--- config.mk ---
export PLATFORM = sky130hd
export DESIGN_NAME = spi_slave_m1
export DESIGN_NICKNAME = d
export VERILOG_FILES = /design/src/rtl/spi_slave_m1.sv
export SDC_FILE = /design/constraint.sdc
export NUM_CORES = 1
export LEC_CHECK = 0
export ABC_AREA = 1
export CAP_MARGIN = 20
export CORE_MARGIN = 2
export CORE_UTILIZATION = 45
export CTS_BUF_LIST = sky130_fd_sc_hd__clkbuf_16
export DETAILED_ROUTE_END_ITERATION = 6
export GPL_TIMING_DRIVEN = 0
export PLACE_DENSITY_LB_ADDON = 0.1
export SLEW_MARGIN = 25
export SYNTH_ARGS = -nofsm -noshare
export SYNTH_HDL_FRONTEND = slang
export SYNTH_SLANG_ARGS = --single-unit
--- constraint.sdc ---
create_clock -name clk -period 1.4 [get_ports clk]
set_input_delay 0.28 -clock clk [delete_from_list [all_inputs] [get_ports clk]]
set_output_delay 0.28 -clock clk [all_outputs]
set_load 0.05 [all_outputs]
--- src/rtl/spi_slave_m1.sv ---
// spi_slave_m1 -- SPI mode 1 (CPOL=0, CPHA=1) slave, fully clocked by clk.
//
// sclk/ss/mosi are oversampled through SYNC_STAGES flops; sclk/ss edges are
// found by comparing the synchronised sample with its one-clk-old copy.
//
// Ports:
//   clk, reset        system clock, synchronous active-high reset
//   sclk, ss, mosi    SPI master inputs (asynchronous to clk, ss active-low)
//   miso, miso_oe     serial data out (MSB first) and its tri-state enable
//   tx_data/tx_valid  byte offered to the one-entry TX holding buffer
//   tx_ready          TX holding buffer empty
//   rx_data/rx_valid  last received byte and its one-clk update strobe
//   busy              frame in progress (state ACTIVE)
//   tx_underrun       IDLE_BYTE loaded because the buffer was empty (pulse)
//   frame_err         ss released mid-byte (pulse)
module spi_slave_m1 #(
  parameter int unsigned SYNC_STAGES = 2,
  parameter logic [7:0]  IDLE_BYTE   = 8'h00
) (
  input  logic       clk,
  input  logic       reset,
  input  logic       sclk,
  input  logic       ss,
  input  logic       mosi,
  output logic       miso,
  output logic       miso_oe,
  input  logic [7:0] tx_data,
  input  logic       tx_valid,
  output logic       tx_ready,
  output logic [7:0] rx_data,
  output logic       rx_valid,
  output logic       busy,
  output logic       tx_underrun,
  output logic       frame_err
);

  typedef enum logic {IDLE, ACTIVE} state_t;

  state_t state, state_n;

  logic [SYNC_STAGES-1:0] sclk_sync, ss_sync, mosi_sync;
  logic       sclk_d, ss_d;
  logic       sclk_s, ss_s, mosi_s;
  logic       sclk_rise, sclk_fall, ss_fall, ss_rise;
  logic [1:0] warm;
  logic       armed;

  logic [7:0] shift_reg, rx_shift, buf_data, tx_word;
  logic [2:0] bit_cnt;
  logic       buf_full, reload_pend, miso_r;
  logic       start, stop, rise_act, fall_act, load_tx, byte_done, wr;

  // Input synchronisers and edge-detect history
  always_ff @(posedge clk) begin
    if (reset) begin
      sclk_sync <= '0;
      ss_sync   <= '1;
      mosi_sync <= '0;
      sclk_d    <= 1'b0;
      ss_d      <= 1'b1;
    end else begin
      sclk_sync <= {sclk_sync[SYNC_STAGES-2:0], sclk};
      ss_sync   <= {ss_sync[SYNC_STAGES-2:0], ss};
      mosi_sync <= {mosi_sync[SYNC_STAGES-2:0], mosi};
      sclk_d    <= sclk_s;
      ss_d      <= ss_s;
    end
  end

  assign sclk_s = sclk_sync[SYNC_STAGES-1];
  assign ss_s   = ss_sync[SYNC_STAGES-1];
  assign mosi_s = mosi_sync[SYNC_STAGES-1];

  // The ss chain is preset high by reset; if the master still holds ss low
  // the chain would later show a false falling edge. Only arm ss_fall once
  // the chain has flushed and a genuine high level has been observed.
  always_ff @(posedge clk) begin
    if (reset) begin
      warm  <= '0;
      armed <= 1'b0;
    end else begin
      if (warm != 2'd3) warm <= warm + 2'd1;
      if (warm == 2'd3 && ss_s) armed <= 1'b1;
    end
  end

  assign sclk_rise = sclk_s & ~sclk_d;
  assign sclk_fall = ~sclk_s & sclk_d;
  assign ss_fall   = armed & ss_d & ~ss_s;
  assign ss_rise   = ~ss_d & ss_s;

  // State register
  always_ff @(posedge clk) begin
    if (reset) state <= IDLE;
    else       state <= state_n;
  end

  // Next state and per-cycle control strobes
  always_comb begin
    state_n  = state;
    start    = 1'b0;
    stop     = 1'b0;
    rise_act = 1'b0;
    fall_act = 1'b0;
    case (state)
      IDLE: begin
        if (ss_fall) begin
          state_n = ACTIVE;
          start   = 1'b1;
        end
      end
      ACTIVE: begin
        if (ss_rise) begin
          state_n = IDLE;
          stop    = 1'b1;
        end else begin
          rise_act = sclk_rise;
          fall_act = sclk_fall;
        end
      end
      default: state_n = IDLE;
    endcase
  end

  // Between back-to-back bytes the next TX byte is fetched on the first
  // sclk rise of the new byte rather than at the 8th fall, so a byte queued
  // in response to rx_valid still makes it onto the wire.
  assign load_tx   = start | (rise_act & reload_pend);
  assign byte_done = fall_act & (bit_cnt == 3'd7);
  assign tx_word   = buf_full ? buf_data : IDLE_BYTE;
  assign wr        = tx_valid & ~buf_full;

  // Datapath
  always_ff @(posedge clk) begin
    if (reset) begin
      shift_reg   <= '0;
      rx_shift    <= '0;
      rx_data     <= '0;
      buf_data    <= '0;
      bit_cnt     <= '0;
      buf_full    <= 1'b0;
      reload_pend <= 1'b0;
      miso_r      <= 1'b0;
      rx_valid    <= 1'b0;
      tx_underrun <= 1'b0;
      frame_err   <= 1'b0;
    end else begin
      tx_underrun <= load_tx & ~buf_full;
      frame_err   <= stop & (bit_cnt != 3'd0);
      rx_valid    <= byte_done;
      // Consume sees the old content; a same-cycle write refills the buffer.
      buf_full    <= wr | (buf_full & ~load_tx);
      if (wr) buf_data <= tx_data;

      if (start) begin
        shift_reg   <= tx_word;
        bit_cnt     <= '0;
        reload_pend <= 1'b0;
        miso_r      <= 1'b0;
      end

      if (stop) begin
        bit_cnt     <= '0;
        rx_shift    <= '0;
        reload_pend <= 1'b0;
        miso_r      <= 1'b0;
      end

      if (rise_act) begin
        if (reload_pend) begin
          miso_r      <= tx_word[7];
          shift_reg   <= {tx_word[6:0], 1'b0};
          reload_pend <= 1'b0;
        end else begin
          miso_r    <= shift_reg[7];
          shift_reg <= {shift_reg[6:0], 1'b0};
        end
      end

      if (fall_act) begin
        rx_shift <= {rx_shift[6:0], mosi_s};
        bit_cnt  <= bit_cnt + 3'd1;
        if (bit_cnt == 3'd7) begin
          rx_data     <= {rx_shift[6:0], mosi_s};
          reload_pend <= 1'b1;
        end
      end
    end
  end

  assign busy     = (state == ACTIVE);
  assign miso_oe  = busy;
  assign miso     = miso_r;
  assign tx_ready = ~buf_full;

endmodule

==> results.md, run 1 <==
Pwr:
- VDD sags by at most 0.000779 V.
- After layout, the design draws a total of 2.96 mW.
- Summed over all cells, the static leakage comes to 1.07 nW.
- Dividing total power by cell area gives a power density of 1120 nW/um^2.

GRT:
- The number of antenna violations at the first check in global routing was 0.
- The via count of the first global-routing pass is 1,667.
- Entering global routing, the biggest net connects 17 pins.
- The sum of overflow across all layers after global routing is 0.
- The first global-routing pass estimated 7.94 mm of wire.
- Global routing consumed, over all layers together, 19.2% of the routing resources.

Route:
- The number of iterations in the first detailed-routing pass is 4.
- The overall routed net length is 4.61 mm.
- After detailed routing, the average wire length per cell comes to 12.7 um.
- The number of nets with antenna violations after detailed routing is 0.
- The total via count in the routed design is 1,864.
- After detailed routing, the number of vias per cell comes to 5.15.
- After the first detailed-routing iteration, the DRC count stood at 133.
- The post-route DRC violation count is 0.

Synth:
- The fraction of synthesized cell area taken by the top area cell type is 49.5%.
- During synthesis, Yosys emitted a total of 0 warnings.
- In this run the mean area of a mapped cell was 7.79 um^2.
- The summed instance area of the synthesized netlist is 2100 um^2.
- By area the synthesized netlist is led by dfxtp_1, nand3_1, nand2_1, nor2_1, o21ai_0.
- The gate count after technology mapping is 270.
- The net count of the mapped netlist is 288.
- Summed over all instances, the cell type with the most area after synthesis is dfxtp_1.
- The synthesized design contains 0 enable-type register cells.
- The most common cell in the synthesized netlist is dfxtp_1.
- The count of distinct cell types in the synthesized netlist is 22.
- Ranked by instance count, the synthesized netlist is headed by dfxtp_1, nand2_1, nand3_1, nor2_1, o21ai_0.
- In this run, synthesis produced a sequential element count of 52.
- For this run, the register share of the synthesized area comes to 49.5%.
- The fraction of registers with async set or reset after synthesis is 0%.
- The most frequently used flop master after synthesis is dfxtp_1.

Timing:
- The max-slew violation count is 0.
- The least setup slack across all paths after layout is -0.00646 ns.
- The final worst hold slack is 0.315 ns.
- At the pin with the least slew margin, the transition time is 0.503 ns.
- The final critical-path share of the clock period is 100%.
- The number of failing hold endpoints at the final stage is 0.
- Across the routed clock network, the largest skew measured is 0.00708 ns.
- Setup violations remaining at the end of the flow were counted as 1.
- The post-route minimum period is 1.41 ns.
- Headroom to the max-slew limit came out at 66.5%.
- Setup repair after global routing could not meet its margin everywhere.
- The highest clock rate is 711 MHz.

Critical path:
- STA classifies the critical path endpoint as a primary output.
- Counting both buffers and inverters, the worst setup path holds a total of 3.
- The highest-delay cell along the critical path is dfxtp_1.
- The reg2reg setup slack is 0.08 ns.
- The cell family contributing the most delay on the critical path is buffers and inverters.
- In this run the worst path has a maximum fanout of 8.
- The end point of the critical path is tx_ready.
- The total stage count of the critical path is 3.
- For the worst setup path, the data required time is 1.12 ns.
- The setup path with the least slack is of type flop to primary output.
- The worst setup path is launched from a flop.
- The endpoint of the worst-slack reg-to-reg timing path is shift_reg[7].
- In this run the critical register-to-register path is launched from busy.
- The worst-case reg-to-reg path depth is 5.
- The biggest cell delay along the critical path is 0.31 ns.
- The most critical setup path has its startpoint at buf_full.
- At the worst endpoint, the arrival time is 1.13 ns.
- The signal on the critical path passes through clkbuf_4, clkinvlp_4, buf_2.

Run status:
- The checks that failed: negative setup slack.
- The flow ran to the end, but the final reports show violations.

Finish:
- The area added between synthesis and finish is 25.9%.
- After the last flow step, the layout net total stands at 327.
- The total inserted antenna cells is 0.
- The ratio of cells with drive above 1 in the final layout is 17.1%.

Placement:
- The half-perimeter wire length after detailed placement is 3.06 mm.
- Input and output buffers added on the ports amount to 27.
- At the placement stage, the worst setup path has a slack of -0.266 ns.
- The congestion estimate from routability-driven global placement came to 0.830.

Min path:
- The worst hold path belongs to the class input pin to flop.

Floorplan:
- The initial standard-cell utilization of the core is 47.6%.
- The die covers 5230 um^2.
- The height of the die is 72.3 um.
- The floorplan step defined a core boundary enclosing 4410 um^2.
- The count of standard-cell rows is 24.
- The number of top-level pins is 29.
- The width of the die is 72.3 um.

Clocking:
- The clock net in this run drives a total of 52 sinks.
- The number of H-tree levels is 2.
- The clock root buffer master is clkbuf_16.
- After clock tree synthesis, the clock-pin slew on the worst setup and hold paths is 0.07 ns.
- For this design, the CTS-stage hold fixing added 0 buffers.
- TritonCTS built the clock tree.
- The total clock buffers created by CTS is 5.
- No sink is reached through more buffers than the 2 on the longest clock path.
- The clock latency on the worst-skew pair is 0.29 ns.

Flow run:
- The max-capacitance violation count is 0.
-- report_power, final --
group          total, mW  switching [mW]  internal, mW
registers           1.56          0.0348          1.52
logic              0.213           0.127        0.0869
clock network       1.19           0.529         0.659
-- layout make-up --
cell class | count | area (um^2)
timing repair buffer | 33 | 300
tap | 52 | 65.1
buffer | 13 | 72.6
multi-input combinational | 186 | 942
inverter | 18 | 75.1
fill | 423 | 1770
sequential | 52 | 1050
clock buffer | 5 | 125
clock inverter | 3 | 20.0
-- kinds of logic after synthesis --
kind of cell | Yosys count | share of synthesized area (%)
buffers and inverters | 32 | 6.37
DFF | 52 | 49.5
adders and majority gates | 4 | 2.38
and+or+nand+nor | 143 | 31.7
AOI/OAI and AO/OA | 39 | 10.1
-- per-layer routing --
metal / up-vias / part of all wire [%] / global-route usage, %
met5: - / 0 / 0
met4: 0 / 0.39 / 5.03
met3: 2 / 6.5 / 4.31
met2: 58 / 43 / 27.8
met1: 825 / 50 / 28.6
li1: 979 / - / -
-- timing repair --
item / CTS / global route
resized for setup: 39 / 23
pin swaps: 1 / 3
gates cloned: 0 / 0
setup buffers: 2 / 4
endpoints found under the setup margin: 26 / 42
-- layout by cell type (no fill, tap or decap), drive strengths merged --
cell / synthesis / final
clkdlybuf4s15: 0 / 8
a211oi: 1 / 1
inv: 17 / 17
nand4: 10 / 10
ha: 4 / 4
clkinvlp: 0 / 3
clkinv: 1 / 1
and3: 7 / 7
clkbuf: 4 / 15
dfxtp: 52 / 52
clkdlybuf4s50: 0 / 12
o21ai: 19 / 19
nand3: 39 / 39
a21boi: 1 / 1
buf: 10 / 16
or2: 3 / 3
nor2: 37 / 37
nand2: 47 / 47
a21oi: 18 / 18
-- through the flow --
stage	utilization (%)	instance area [um^2]	setup TNS, ns	std cells
6_report	59.9	2650	-0.00646	362
3_3_place_gp	55.5	2450	-1.08	349
4_1_cts	59.4	2620	-0.207	359
5_1_grt	59.9	2650	-0.0539	362
3_5_place_dp	55.5	2450	-1.18	349
2_1_floorplan	-	2110	0	270
-- worst min path at each step --
stage / startpoint / end / slack, ns / cells past startpoint
finish: reset / frame_err / 0.32 / 2
global placement: mosi_sync[0] / mosi_sync[1] / 0.39 / 2
detailed placement: mosi_sync[0] / mosi_sync[1] / 0.40 / 2
global route: reset / frame_err / 0.34 / 2
floorplan: ss / ss_sync[0] / 0.38 / 1
CTS: reset / frame_err / 0.32 / 2
No activity file was read; power rests on OpenSTA's default activity.
==> run 2, diff against run 1 <==
SLEW_MARGIN = 20   (was 25)
==> results of run 2 <==
The final DEF is identical to that of run 1; final timing and power are the same.
==> run 3, diff against run 2 <==
PLACE_DENSITY_LB_ADDON = 0.3   (was 0.1)
TNS_END_PERCENT = 100   (was default)
clock period = 1.8 ns   (was 1.4 ns; I/O delays follow)
==> run 3 against run 2 <==
Effect of this change: the flow now finishes without violations; register-to-register slack better by 0.17 ns; first-iteration DRC count increased by 14%; clock skew shrank 0.0021 ns; highest routed layer unchanged; combinational power fell by 24%; final area fell by 1.5%; die area unchanged.
==> results.md, run 3 (synthesis results as in run 1) <==
Critical path:
- On the critical path, the stage with the largest delay is an instance of clkdlybuf4s50_1.
- The critical path arrival was 1.39 ns (+0.26 ns).
- The worst setup path is launched from a flop.
- The data required time at the worst endpoint came to 1.44 ns (+0.32 ns).
- The endpoint of the worst-slack reg-to-reg timing path is shift_reg[5].
- STA classifies the critical path endpoint as a primary output.
- The maximum fanout along the worst path is 1 (-7).
- The combined buffer and inverter count along the critical path was 1 (-2).
- The biggest cell delay along the critical path is 0.79 ns (+0.48 ns).
- Broken down by cell family, the worst path's largest delay share belongs to buffers and inverters.
- The worst-case reg-to-reg path depth came to 5 (unchanged).
- The startpoint of the lowest-slack register-to-register path is busy.
- The critical path goes through clkdlybuf4s50_1.
- The kind of critical path is flop to primary output.
- The reg2reg setup slack is 0.25 ns (+0.17 ns).

Min path:
- The worst-case hold path end point is sclk_sync[1].
- The hold path startpoint is sclk_sync[0].
- The cell depth of the worst min-delay path was 2 (unchanged).
- In this run the worst hold path is classified as flop to flop.

GRT:
- The via count of the first global-routing pass is 1,750 (+5.0%).
- The first-pass GRT wire length was 7.87 mm (-0.87%).
- The sum of overflow across all layers after global routing is 0 (unchanged).
- The number of antenna violations at the first check in global routing was 0 (unchanged).
- The total track usage is 18.9% (-0.32 points).
- The largest net degree at the start of global routing is 15 (-2).

Timing:
- The number of setup violations in the final report came to 0 (-1).
- After layout, the minimum clock period comes to 1.75 ns.
- The pin slew with the least headroom to its limit is 0.529 ns (+0.0261 ns).
- The remaining max-slew budget at the tightest pin came to 64.7% (-1.7 points).
- The max-slew violation count came to 0 (unchanged).
- The worst path uses 97.1% of the clock period.
- Setup repair after global routing left no endpoint under its margin.
- The number of failing hold endpoints at the final stage was 0 (unchanged).
- The maximum clock skew at final layout is 0.00495 ns (-0.00214 ns).
- Based on the critical path, the design can be clocked at up to 572 MHz.
- The sum of negative setup slack is 0 ns (+0.00646 ns).

Clocking:
- TritonCTS built the clock tree.
- The count of cells resized by post-cts repair is 6 (-85%).
- The maximum root-to-sink buffer count is 2 (unchanged).
- The clock-pin slew reported for the worst setup and hold paths after clock tree synthesis is 0.06 ns (about the same).
- The quantity of hold-fixing buffers added after cts was 0 (unchanged).
- The number of sinks on the clock net is 52 (unchanged).
- The number of H-tree levels is 2 (unchanged).
- The cell sitting at the root of the clock tree is a clkbuf_16.
- The number of setup buffers added after CTS is 0 (-2).
- The total clock buffers created by CTS was 5 (unchanged).
- The clock latency on the worst-skew pair is 0.28 ns (about the same).

Route:
- The highest routing layer actually used is met4.
- The overall routed net length was 4.70 mm (+2.1%).
- The total length of routed met3 wires came to 295 um (-1.7%).
- The number of iterations in the first detailed-routing pass is 4 (unchanged).
- The number of nets with antenna violations after detailed routing is 0 (unchanged).
- The number of DRC markers after the initial detailed-route iteration came to 151 (+14%).
- The total via count in the routed design is 1,855 (-0.48%).
- The average wire length per cell after detail routing is 13.2 um (+4.1%).
- The post-route DRC violation count came to 0 (unchanged).
- The vias per cell came to 5.23 (+1.5%).
- The detailed-routed wire length on met2 was 2.16 mm (+9.5%).
- The met1 routed wirelength after detailed routing was 2.21 mm (-4.7%).

Floorplan:
- The height of the die was 72.3 um (unchanged).
- The count of standard-cell rows was 24 (unchanged).
- The core footprint was 4410 um^2 (unchanged).
- The initial standard-cell utilization of the core is 47.6% (unchanged).
- The area of the die came to 5230 um^2 (unchanged).
- The number of top-level pins is 29 (unchanged).
- The width of the die came to 72.3 um (unchanged).

Pwr:
- The worst vdd rail ir drop is 0.000515 V (-34%).
- The leakage power total was 1.19 nW (+11%).
- The total power density per cell area is 917 nW/um^2 (-18%).

Flow run:
- The max-capacitance violation count is 0 (unchanged).

Finish:
- Relative to the synthesized area, the layout overhead comes to 24.0%.
- Leaving out fill and tap cells, the most frequent cells in the layout are dfxtp_1, nand2_1, nand3_1.
- The ratio of cells with drive above 1 in the final layout is 7.92% (-9.2 points).
- The library cell used most frequently in the layout, excluding fill and tap cells, is dfxtp_1.
- The net count reported at finish is 322 (-1.5%).
- The total inserted antenna cells came to 0 (unchanged).
- The filler cell count is 414 (-2.1%).
- The final standard cell utilization of the core is 59.1% (-0.88 points).

Run status:
- The run finished with clean final reports.

Placement:
- The number of port buffers is 27 (unchanged).
- The half-perimeter wire length after detailed placement is 3.25 mm (+6.3%).
- The final RePlAce weighted congestion was 0.840 (+1.2%).
[run 3: changes by cell type in the layout (fill, tap and decap cells not counted), moves of 3 or more]
cell,delta
dlygate4sd2_1,+3
clkdlybuf4s15_2,-6
clkdlybuf4s50_1,+3
dlymetal6s2s_1,+7
clkinvlp_4,-3
buf_4,-6
clkbuf_4,-3
clkbuf_2,-3
[run 3: metal layers]
layer / track usage, % / vias to the layer above
li1: - / 960
met1: 25.4 / 838
met2: 29.4 / 53
met3: 5.28 / 4
met4: 5.87 / 0
met5: 0 / -
[run 3: how the worst max path moves through the flow]
stage | start | to | cells after the start
after floorplan | busy | shift_reg[7] | 5
after global placement | buf_full | tx_ready | 3
after detailed placement | buf_full | tx_ready | 3
after CTS | rx_data[7] | rx_data[7] | 1
after global routing | buf_full | tx_ready | 3
final | tx_underrun | tx_underrun | 1
[run 3: per-stage QoR]
stage          area (um^2)  total power, mW  instances  hold WS (ns)  worst slack (ns)
3_5_place_dp          2440             1.40        349         0.399            0.0147
5_1_grt               2610             2.47        355         0.415           0.00861
4_1_cts               2590             2.40        355         0.405          0.000152
6_report              2610             2.39        355         0.406            0.0516
3_3_place_gp          2440             1.39        349         0.391            0.0302
2_1_floorplan         2100             1.33        270         0.388             0.133
[run 3: tightest hold or removal path: stages, from the launching register on]
cell	delay, ns
dfxtp_1	0.30
inv_1	0.04
nor2_1	0.03
[run 3: cell type report]
type	count	area [um^2]	area share, %
tap	52	65.1	2.50
clock buffer	5	125	4.80
sequential	52	1040	39.9
inverter	18	67.6	2.59
multi-input combinational	186	927	35.6
buffer	14	67.6	2.59
timing repair buffer	27	284	10.9
clock inverter	1	30.0	1.15
[run 3: power breakdown]
part | switching, mW | total, mW | internal [mW] | leakage (nW)
registers | 0.0241 | 1.21 | 1.19 | 0.423
logic | 0.100 | 0.162 | 0.0625 | 0.687
clock network | 0.377 | 1.02 | 0.640 | 0.0757
total | 0.501 | 2.39 | 1.89 | 1.19
